### config.mk
export PLATFORM = sky130hd
export DESIGN_NAME = decode_stage_flat
export DESIGN_NICKNAME = d
export VERILOG_FILES = /design/src/rtl/decode_stage_if.sv /design/src/rtl/decode_stage.sv /design/src/flat_wrapper.sv
export SDC_FILE = /design/constraint.sdc
export NUM_CORES = 2
export LEC_CHECK = 0
export CAP_MARGIN = 40
export CORE_MARGIN = 4
export CORE_UTILIZATION = 50
export CTS_BUF_LIST = sky130_fd_sc_hd__clkbuf_8
export CTS_CLUSTER_SIZE = 14
export DETAILED_ROUTE_END_ITERATION = 7
export GPL_TIMING_DRIVEN = 0
export HOLD_SLACK_MARGIN = 0.1
export PLACE_DENSITY = 0.69
export REMOVE_ABC_BUFFERS = 1
export SYNTH_ARGS = -nofsm -noshare
export SYNTH_HDL_FRONTEND = slang
export SYNTH_SLANG_ARGS = --single-unit
### constraint.sdc
create_clock -name clk -period 5.85 [get_ports clk]
set_clock_uncertainty 0.15 [all_clocks]
set_input_delay 1.4625 -clock clk [delete_from_list [all_inputs] [get_ports clk]]
set_output_delay 1.4625 -clock clk [all_outputs]
set_load 0.01 [all_outputs]
### src/rtl/decode_stage_if.sv
// Decode-stage bus bundle: IF/ID inputs, writeback port, flush, hazard-unit
// source indices and the registered ID/EX outputs.
interface decode_stage_if;
  // IF/ID register contents
  logic [31:0] InstrD;
  logic [31:0] PCD;
  logic [31:0] PCPlus4D;

  // writeback port into the register file
  logic        RegWriteW;
  logic [4:0]  RdW;
  logic [31:0] ResultW;

  // bubble request for ID/EX
  logic        ID_flush;

  // combinational source indices for the hazard unit
  logic [4:0]  Rs1D;
  logic [4:0]  Rs2D;

  // ID/EX register outputs
  logic [31:0] RD1E;
  logic [31:0] RD2E;
  logic [31:0] ImmExtE;
  logic [31:0] PCE;
  logic [31:0] PCPlus4E;
  logic [4:0]  Rs1E;
  logic [4:0]  Rs2E;
  logic [4:0]  RdE;
  logic [2:0]  Funct3E;
  logic [2:0]  ALUControlE;
  logic [1:0]  ResultSrcE;
  logic        RegWriteE;
  logic        MemWriteE;
  logic        BranchE;
  logic        JumpE;
  logic        ALUSrcE;

  // pipeline / environment side: drives the decode stage inputs
  modport master (
    output InstrD, PCD, PCPlus4D,
    output RegWriteW, RdW, ResultW,
    output ID_flush,
    input  Rs1D, Rs2D,
    input  RD1E, RD2E, ImmExtE, PCE, PCPlus4E,
    input  Rs1E, Rs2E, RdE, Funct3E, ALUControlE, ResultSrcE,
    input  RegWriteE, MemWriteE, BranchE, JumpE, ALUSrcE
  );

  // decode stage side
  modport slave (
    input  InstrD, PCD, PCPlus4D,
    input  RegWriteW, RdW, ResultW,
    input  ID_flush,
    output Rs1D, Rs2D,
    output RD1E, RD2E, ImmExtE, PCE, PCPlus4E,
    output Rs1E, Rs2E, RdE, Funct3E, ALUControlE, ResultSrcE,
    output RegWriteE, MemWriteE, BranchE, JumpE, ALUSrcE
  );
endinterface

### src/rtl/decode_stage.sv
// RV32 decode stage: 32x32 register file with writeback bypass, immediate
// generation, main/ALU control decode and the ID/EX pipeline register.
module decode_stage (
  input  logic           clk,
  input  logic           rst,
  decode_stage_if.slave  dif
);

  localparam logic [6:0] OP_LOAD   = 7'b0000011;
  localparam logic [6:0] OP_IALU   = 7'b0010011;
  localparam logic [6:0] OP_STORE  = 7'b0100011;
  localparam logic [6:0] OP_RTYPE  = 7'b0110011;
  localparam logic [6:0] OP_BRANCH = 7'b1100011;
  localparam logic [6:0] OP_JAL    = 7'b1101111;

  localparam logic [2:0] ALU_ADD = 3'b000;
  localparam logic [2:0] ALU_SUB = 3'b001;
  localparam logic [2:0] ALU_AND = 3'b010;
  localparam logic [2:0] ALU_OR  = 3'b011;
  localparam logic [2:0] ALU_SLT = 3'b101;

  logic [31:0] instr;
  logic [6:0]  opcode;
  logic [2:0]  funct3;
  logic [4:0]  rs1, rs2, rd;
  logic        wb_en;

  assign instr  = dif.InstrD;
  assign opcode = instr[6:0];
  assign rd     = instr[11:7];
  assign funct3 = instr[14:12];
  assign rs1    = instr[19:15];
  assign rs2    = instr[24:20];
  assign wb_en  = dif.RegWriteW && (dif.RdW != 5'd0);

  // hazard-unit indices follow the instruction even while in reset
  assign dif.Rs1D = rs1;
  assign dif.Rs2D = rs2;

  // ---------------------------------------------------------------------
  // register file
  // ---------------------------------------------------------------------
  logic [31:0] regs_q [32];

  // writeback into the array; x0 is never written so it stays zero
  always_ff @(posedge clk) begin
    if (!rst) begin
      for (int i = 0; i < 32; i++) begin
        regs_q[i] <= 32'd0;
      end
    end else if (wb_en) begin
      regs_q[dif.RdW] <= dif.ResultW;
    end
  end

  logic [31:0] rd1_d, rd2_d;

  // source reads; a same-cycle writeback to the same index is forwarded
  always_comb begin
    rd1_d = 32'd0;
    rd2_d = 32'd0;
    if (rs1 != 5'd0) begin
      if (wb_en && (dif.RdW == rs1)) rd1_d = dif.ResultW;
      else                           rd1_d = regs_q[rs1];
    end
    if (rs2 != 5'd0) begin
      if (wb_en && (dif.RdW == rs2)) rd2_d = dif.ResultW;
      else                           rd2_d = regs_q[rs2];
    end
  end

  // ---------------------------------------------------------------------
  // immediate generation
  // ---------------------------------------------------------------------
  logic [31:0] imm_d;

  // sign-extended immediate selected by instruction format
  always_comb begin
    imm_d = 32'd0;
    case (opcode)
      OP_LOAD, OP_IALU: imm_d = {{20{instr[31]}}, instr[31:20]};
      OP_STORE:         imm_d = {{20{instr[31]}}, instr[31:25], instr[11:7]};
      OP_BRANCH:        imm_d = {{19{instr[31]}}, instr[31], instr[7],
                                 instr[30:25], instr[11:8], 1'b0};
      OP_JAL:           imm_d = {{11{instr[31]}}, instr[31], instr[19:12],
                                 instr[20], instr[30:21], 1'b0};
      default:          imm_d = 32'd0;
    endcase
  end

  // ---------------------------------------------------------------------
  // control decode
  // ---------------------------------------------------------------------
  logic       reg_write_d, mem_write_d, branch_d, jump_d, alu_src_d;
  logic [1:0] result_src_d;
  logic       alu_from_funct3;

  // main control; unknown opcodes (including InstrD=0) decode as a bubble
  always_comb begin
    reg_write_d     = 1'b0;
    result_src_d    = 2'b00;
    mem_write_d     = 1'b0;
    branch_d        = 1'b0;
    jump_d          = 1'b0;
    alu_src_d       = 1'b0;
    alu_from_funct3 = 1'b0;
    case (opcode)
      OP_LOAD: begin
        reg_write_d  = 1'b1;
        result_src_d = 2'b01;
        alu_src_d    = 1'b1;
      end
      OP_STORE: begin
        mem_write_d = 1'b1;
        alu_src_d   = 1'b1;
      end
      OP_RTYPE: begin
        reg_write_d     = 1'b1;
        alu_from_funct3 = 1'b1;
      end
      OP_IALU: begin
        reg_write_d     = 1'b1;
        alu_src_d       = 1'b1;
        alu_from_funct3 = 1'b1;
      end
      OP_BRANCH: begin
        branch_d = 1'b1;
      end
      OP_JAL: begin
        reg_write_d  = 1'b1;
        result_src_d = 2'b10;
        jump_d       = 1'b1;
      end
      default: ;
    endcase
  end

  logic [2:0] alu_ctrl_d;

  // ALU operation: fixed for memory/jump/branch, funct3-driven for ALU ops;
  // only register-register ops honour funct7[5] as subtract
  always_comb begin
    alu_ctrl_d = ALU_ADD;
    if (opcode == OP_BRANCH) begin
      alu_ctrl_d = ALU_SUB;
    end else if (alu_from_funct3) begin
      case (funct3)
        3'b000:  alu_ctrl_d = ((opcode == OP_RTYPE) && instr[30]) ? ALU_SUB : ALU_ADD;
        3'b010:  alu_ctrl_d = ALU_SLT;
        3'b110:  alu_ctrl_d = ALU_OR;
        3'b111:  alu_ctrl_d = ALU_AND;
        default: alu_ctrl_d = ALU_ADD;
      endcase
    end
  end

  // ---------------------------------------------------------------------
  // ID/EX pipeline register
  // ---------------------------------------------------------------------
  logic [31:0] rd1_q, rd2_q, imm_q, pc_q, pc_plus4_q;
  logic [4:0]  rs1_q, rs2_q, rd_q;
  logic [2:0]  funct3_q, alu_ctrl_q;
  logic [1:0]  result_src_q;
  logic        reg_write_q, mem_write_q, branch_q, jump_q, alu_src_q;

  // capture decode each cycle; reset beats flush, flush inserts a zero bubble
  always_ff @(posedge clk) begin
    if (!rst || dif.ID_flush) begin
      rd1_q        <= 32'd0;
      rd2_q        <= 32'd0;
      imm_q        <= 32'd0;
      pc_q         <= 32'd0;
      pc_plus4_q   <= 32'd0;
      rs1_q        <= 5'd0;
      rs2_q        <= 5'd0;
      rd_q         <= 5'd0;
      funct3_q     <= 3'd0;
      alu_ctrl_q   <= 3'd0;
      result_src_q <= 2'd0;
      reg_write_q  <= 1'b0;
      mem_write_q  <= 1'b0;
      branch_q     <= 1'b0;
      jump_q       <= 1'b0;
      alu_src_q    <= 1'b0;
    end else begin
      rd1_q        <= rd1_d;
      rd2_q        <= rd2_d;
      imm_q        <= imm_d;
      pc_q         <= dif.PCD;
      pc_plus4_q   <= dif.PCPlus4D;
      rs1_q        <= rs1;
      rs2_q        <= rs2;
      rd_q         <= rd;
      funct3_q     <= funct3;
      alu_ctrl_q   <= alu_ctrl_d;
      result_src_q <= result_src_d;
      reg_write_q  <= reg_write_d;
      mem_write_q  <= mem_write_d;
      branch_q     <= branch_d;
      jump_q       <= jump_d;
      alu_src_q    <= alu_src_d;
    end
  end

  assign dif.RD1E        = rd1_q;
  assign dif.RD2E        = rd2_q;
  assign dif.ImmExtE     = imm_q;
  assign dif.PCE         = pc_q;
  assign dif.PCPlus4E    = pc_plus4_q;
  assign dif.Rs1E        = rs1_q;
  assign dif.Rs2E        = rs2_q;
  assign dif.RdE         = rd_q;
  assign dif.Funct3E     = funct3_q;
  assign dif.ALUControlE = alu_ctrl_q;
  assign dif.ResultSrcE  = result_src_q;
  assign dif.RegWriteE   = reg_write_q;
  assign dif.MemWriteE   = mem_write_q;
  assign dif.BranchE     = branch_q;
  assign dif.JumpE       = jump_q;
  assign dif.ALUSrcE     = alu_src_q;

endmodule

### src/flat_wrapper.sv
// flat-port wrapper written by rule: the top's interface ports become plain ports
module decode_stage_flat 
  (clk, rst, dif_InstrD, dif_PCD, dif_PCPlus4D, dif_RegWriteW, dif_RdW, dif_ResultW, dif_ID_flush, dif_Rs1D, dif_Rs2D, dif_RD1E, dif_RD2E, dif_ImmExtE, dif_PCE, dif_PCPlus4E, dif_Rs1E, dif_Rs2E, dif_RdE, dif_Funct3E, dif_ALUControlE, dif_ResultSrcE, dif_RegWriteE, dif_MemWriteE, dif_BranchE, dif_JumpE, dif_ALUSrcE);
  decode_stage_if dif_i ();
  input  logic clk;
  input  logic rst;
  input wire logic [$bits(dif_i.InstrD)-1:0] dif_InstrD;
  input wire logic [$bits(dif_i.PCD)-1:0] dif_PCD;
  input wire logic [$bits(dif_i.PCPlus4D)-1:0] dif_PCPlus4D;
  input wire logic [$bits(dif_i.RegWriteW)-1:0] dif_RegWriteW;
  input wire logic [$bits(dif_i.RdW)-1:0] dif_RdW;
  input wire logic [$bits(dif_i.ResultW)-1:0] dif_ResultW;
  input wire logic [$bits(dif_i.ID_flush)-1:0] dif_ID_flush;
  output wire logic [$bits(dif_i.Rs1D)-1:0] dif_Rs1D;
  output wire logic [$bits(dif_i.Rs2D)-1:0] dif_Rs2D;
  output wire logic [$bits(dif_i.RD1E)-1:0] dif_RD1E;
  output wire logic [$bits(dif_i.RD2E)-1:0] dif_RD2E;
  output wire logic [$bits(dif_i.ImmExtE)-1:0] dif_ImmExtE;
  output wire logic [$bits(dif_i.PCE)-1:0] dif_PCE;
  output wire logic [$bits(dif_i.PCPlus4E)-1:0] dif_PCPlus4E;
  output wire logic [$bits(dif_i.Rs1E)-1:0] dif_Rs1E;
  output wire logic [$bits(dif_i.Rs2E)-1:0] dif_Rs2E;
  output wire logic [$bits(dif_i.RdE)-1:0] dif_RdE;
  output wire logic [$bits(dif_i.Funct3E)-1:0] dif_Funct3E;
  output wire logic [$bits(dif_i.ALUControlE)-1:0] dif_ALUControlE;
  output wire logic [$bits(dif_i.ResultSrcE)-1:0] dif_ResultSrcE;
  output wire logic [$bits(dif_i.RegWriteE)-1:0] dif_RegWriteE;
  output wire logic [$bits(dif_i.MemWriteE)-1:0] dif_MemWriteE;
  output wire logic [$bits(dif_i.BranchE)-1:0] dif_BranchE;
  output wire logic [$bits(dif_i.JumpE)-1:0] dif_JumpE;
  output wire logic [$bits(dif_i.ALUSrcE)-1:0] dif_ALUSrcE;
  assign dif_i.InstrD = dif_InstrD;
  assign dif_i.PCD = dif_PCD;
  assign dif_i.PCPlus4D = dif_PCPlus4D;
  assign dif_i.RegWriteW = dif_RegWriteW;
  assign dif_i.RdW = dif_RdW;
  assign dif_i.ResultW = dif_ResultW;
  assign dif_i.ID_flush = dif_ID_flush;
  assign dif_Rs1D = dif_i.Rs1D;
  assign dif_Rs2D = dif_i.Rs2D;
  assign dif_RD1E = dif_i.RD1E;
  assign dif_RD2E = dif_i.RD2E;
  assign dif_ImmExtE = dif_i.ImmExtE;
  assign dif_PCE = dif_i.PCE;
  assign dif_PCPlus4E = dif_i.PCPlus4E;
  assign dif_Rs1E = dif_i.Rs1E;
  assign dif_Rs2E = dif_i.Rs2E;
  assign dif_RdE = dif_i.RdE;
  assign dif_Funct3E = dif_i.Funct3E;
  assign dif_ALUControlE = dif_i.ALUControlE;
  assign dif_ResultSrcE = dif_i.ResultSrcE;
  assign dif_RegWriteE = dif_i.RegWriteE;
  assign dif_MemWriteE = dif_i.MemWriteE;
  assign dif_BranchE = dif_i.BranchE;
  assign dif_JumpE = dif_i.JumpE;
  assign dif_ALUSrcE = dif_i.ALUSrcE;
  decode_stage u_core (.clk(clk), .rst(rst), .dif(dif_i));
endmodule
==> results.md <==
- Status: finished clean
- Detail-routed via count per cell: 6.51
- CTS sink cnt: 1,201
- Synth warnings: 0
- Main synth FF type: edfxtp_1
- Root Driver: clkbuf_8
- Die height: 351 µm
- Most frequent cell after synthesis: and2_1
- All-layer global routing usage: 31.2%
- Pwr per Cell Area: 275 mW/mm²
- Worst reg2reg path startpoint: u_core.regs_q[11][13]$_SDFFCE_PN0P_
- RSZ-0062 raised after global routing: no
- Slew @ Worst Pin: 0.985 ns
- Final setup fails: 0
- CTS HTree Levels: 4
- Place WS: 0.573 ns
- Critical Path End Type: output port
- Slew Limit Fails: 0
- Cell variety after synth: 52
- Cts bufs inserted: 202
- Routed vias: 39,000
- Final Hold Fails: 0
- Synth cell count leaders: and2_1 (1,078), edfxtp_1 (1,024), mux4_2 (450), clkbuf_1 (312), dfxtp_1 (177)
- Full die area: 0.123 mm²
- Post-synth EDFFs: 1,024
- Area leader, netlist: edfxtp_1
- Drt first-iter violations: 4,902
- Worst slew margin: 34.1%
- Fill cells: 8,509
- I/O pin cnt: 335
- Clk pwr share: 36.2%
- Initial antenna violation count: 12
- Net Sw Frac: 25.7%
- Min-delay worst type: reg2reg
- Port bufs: 334
- CP peak stage delay: 1.00 ns
- Synth Register Bits: 1,201
- Area Overhead vs Synth: 19.8%
- Drt drc: 0
- Cells after Synth: 3,994
- Design area: 0.0705 mm²
- Int Pwr: 14,400 µW
- Kind of critical path: in2out
- Clock buffer depth: 3
- Final nets: 4,435
- Worst Path Arrival: 3.15 ns
- CP Buf/Inv Count: 2
- Fmax: 0.210 GHz
- Worst R2R End: u_core.dif.RD2E[13]$_SDFF_PP0_
- FP Rows: 125
- Largest cells by area after synthesis: edfxtp_1 (52%), mux4_2 (17%), and2_1 (11%), dfxtp_1 (6.0%), mux2i_1 (2.3%)
- Hold-fix buffers at CTS: 0
- Largest net degree at the start of global routing: 83
- Fraction of the yosys area taken by sequential cells: 58.3%
- Most used cell, CP: clkdlybuf4s50_1
- Vias in the first global route: 40,000
- Pre-Repair DR Iteration Count: 6
- DRT Wirelength: 192 mm
- Post-synthesis async set-or-reset flop share: 0%
- Yosys top cell area share: 52.3%
- CP Cell Sequence: clkdlybuf4s50_1 -> clkdlybuf4s50_1
- CTS tree: built
- Max IR drop VDD: 0.243 mV
- Share of cells above drive strength 1: 21.6%
- Sequential Power Share: 51.3%
- Combinational fraction of design power: 12.4%
- Synthesized area: 0.0588 mm²
- Worst-path clk slew: 0.06 ns
- Startpoint Class: input port
- Starting Density: 50.5%
- Fin worst setup slack: 1.09 ns
- Post-DRT Antenna Nets: 0
- Post-layout util: 60.5%
- P_sw: 4990 µW
- Routability cong.: 0.881
- Post-detail-place hpwl: 128 mm
- R2R Setup Slk: 3.39 ns
- Setup Buffers After CTS: 0
- GR Overflow Total: 0
- Worst Path Required: 4.24 ns
- Top delay family on crit path: buffers and inverters
- Final Cycle Share: 81.4%
- Die width: 351 µm
- R2r worst-path depth: 5
- Fin crit period: 4.76 ns
- Mean Syn Cell Area: 14.7 µm²
- First-pass GRT wire length: 274 mm
- Hold path depth: 4
- Core area: 0.117 mm²
- Clock latency on the worst-skew pair: 0.90 ns
- Hold EP: u_core.dif.RD1E[6]$_SDFF_PP0_
- HP Start: u_core.regs_q[7][6]$_SDFFCE_PN0P_
- DP Area: 0.0667 mm²
- CP max stage cell: clkdlybuf4s50_1
- Max-Cap Viols: 0
- Routed WL per cell: 32.1 µm
- P_leak: 0.0247 µW
- Post-cts resize count: 0
- CP max FO: 10
-- through the flow --
step                hold slack (ns)  power (µW)  instances  setup TNS [ns]
floorplan                     0.644       11100       3586               0
global placement              0.714       13000       5444        -6294.28
detailed placement            0.736       12500       5614               0
CTS                           0.747       19400       5982               0
global route                  0.778       20000       5989               0
finish                        0.737       19400       5990               0
-- flip-flops by register name, indices dropped and copies added (netlist names) --
register / cells
u_core.regs_q: 1024
u_core.dif.PCE: 32
u_core.dif.PCPlus4E: 32
u_core.dif.RD1E: 32
u_core.dif.RD2E: 32
u_core.dif.ImmExtE: 21
u_core.dif.RdE: 5
u_core.dif.Rs1E: 5
u_core.dif.Rs2E: 5
u_core.dif.ALUControlE: 3
u_core.dif.Funct3E: 3
u_core.dif.ResultSrcE: 2
u_core.dif.ALUSrcE: 1
u_core.dif.BranchE: 1
u_core.dif.JumpE: 1
u_core.dif.MemWriteE: 1
u_core.dif.RegWriteE: 1
-- placed cells by master, fill, tap and decap left out, types with 5 or more instances in the layout --
cell | netlist | final
clkdlybuf4s50_1 | 0 | 326
clkinv_1 | 1 | 31
mux4_2 | 450 | 450
inv_8 | 0 | 5
nand3b_1 | 7 | 7
nor2_4 | 1 | 37
a221oi_1 | 64 | 64
clkbuf_8 | 0 | 219
a22o_1 | 24 | 24
xnor2_1 | 7 | 7
o21ai_4 | 0 | 31
a21oi_1 | 44 | 44
buf_6 | 6 | 5
mux2i_1 | 136 | 136
buf_8 | 0 | 45
nor3_1 | 22 | 22
dfxtp_1 | 177 | 177
clkinv_2 | 0 | 11
and2_1 | 1078 | 1077
a221o_1 | 32 | 32
buf_16 | 0 | 83
buf_12 | 0 | 37
a22oi_1 | 124 | 124
nand2_1 | 21 | 20
inv_1 | 7 | 100
o22ai_1 | 94 | 94
nand3_1 | 12 | 11
nor2_1 | 100 | 64
buf_4 | 24 | 5
o21ai_0 | 64 | 33
edfxtp_1 | 1024 | 1024
nor4_1 | 27 | 27
conb_1 | 1 | 32
buf_2 | 72 | 7
-- worst max path at each step --
stage | startpoint | endpoint | slack [ns] | depth (start not counted)
4_1_cts | dif_InstrD[23] | dif_Rs2D[3] | 1.16 | 3
3_5_place_dp | dif_InstrD[24] | u_core.dif.RD2E[0]$_SDFF_PP0_ | 0.57 | 8
6_report | dif_InstrD[24] | dif_Rs2D[4] | 1.09 | 2
2_1_floorplan | rst | u_core.dif.RD2E[0]$_SDFF_PP0_ | 0.05 | 5
5_1_grt | dif_InstrD[24] | dif_Rs2D[4] | 1.10 | 2
3_3_place_gp | dif_InstrD[16] | u_core.dif.RD1E[4]$_SDFF_PP0_ | -23.17 | 6
-- cell type report --
class	count	area [µm²]	share of cell area, %
antenna	4	10.0	0.0142
clock buffer	219	3010	4.28
clock inverter	149	721	1.02
inverter	8	31.3	0.0444
multi-input combinational	2377	23400	33.2
sequential	1201	34300	48.7
tap	1524	1910	2.71
timing repair buffer	508	7090	10.1
-- per-layer routing --
layer	part of all wire, %	GRT usage, %
met1	34	38.4
met4	5.5	16.1
met5	0.018	0
met2	47	50.0
met3	13	9.57
-- logic make-up after synthesis --
logic type | share of synthesized area [%]
and+or+nand+nor | 13.3
DFF | 58.3
muxes | 19.5
AOI/OAI and AO/OA | 5.48
buffers and inverters | 3.24
xor gates and xnor gates | 0.149
other | 0.00638
-- power by group through the flow --
stage	Sequential [µW]	Combinational (µW)	Clock [µW]
after floorplan	10100	1040	0
after global placement	10200	2810	0
after detailed placement	10100	2360	0
after CTS	9940	2370	7100
after global routing	9990	2490	7490
final	9950	2410	7030
Note: power is estimated with default switching activity, not from simulation.
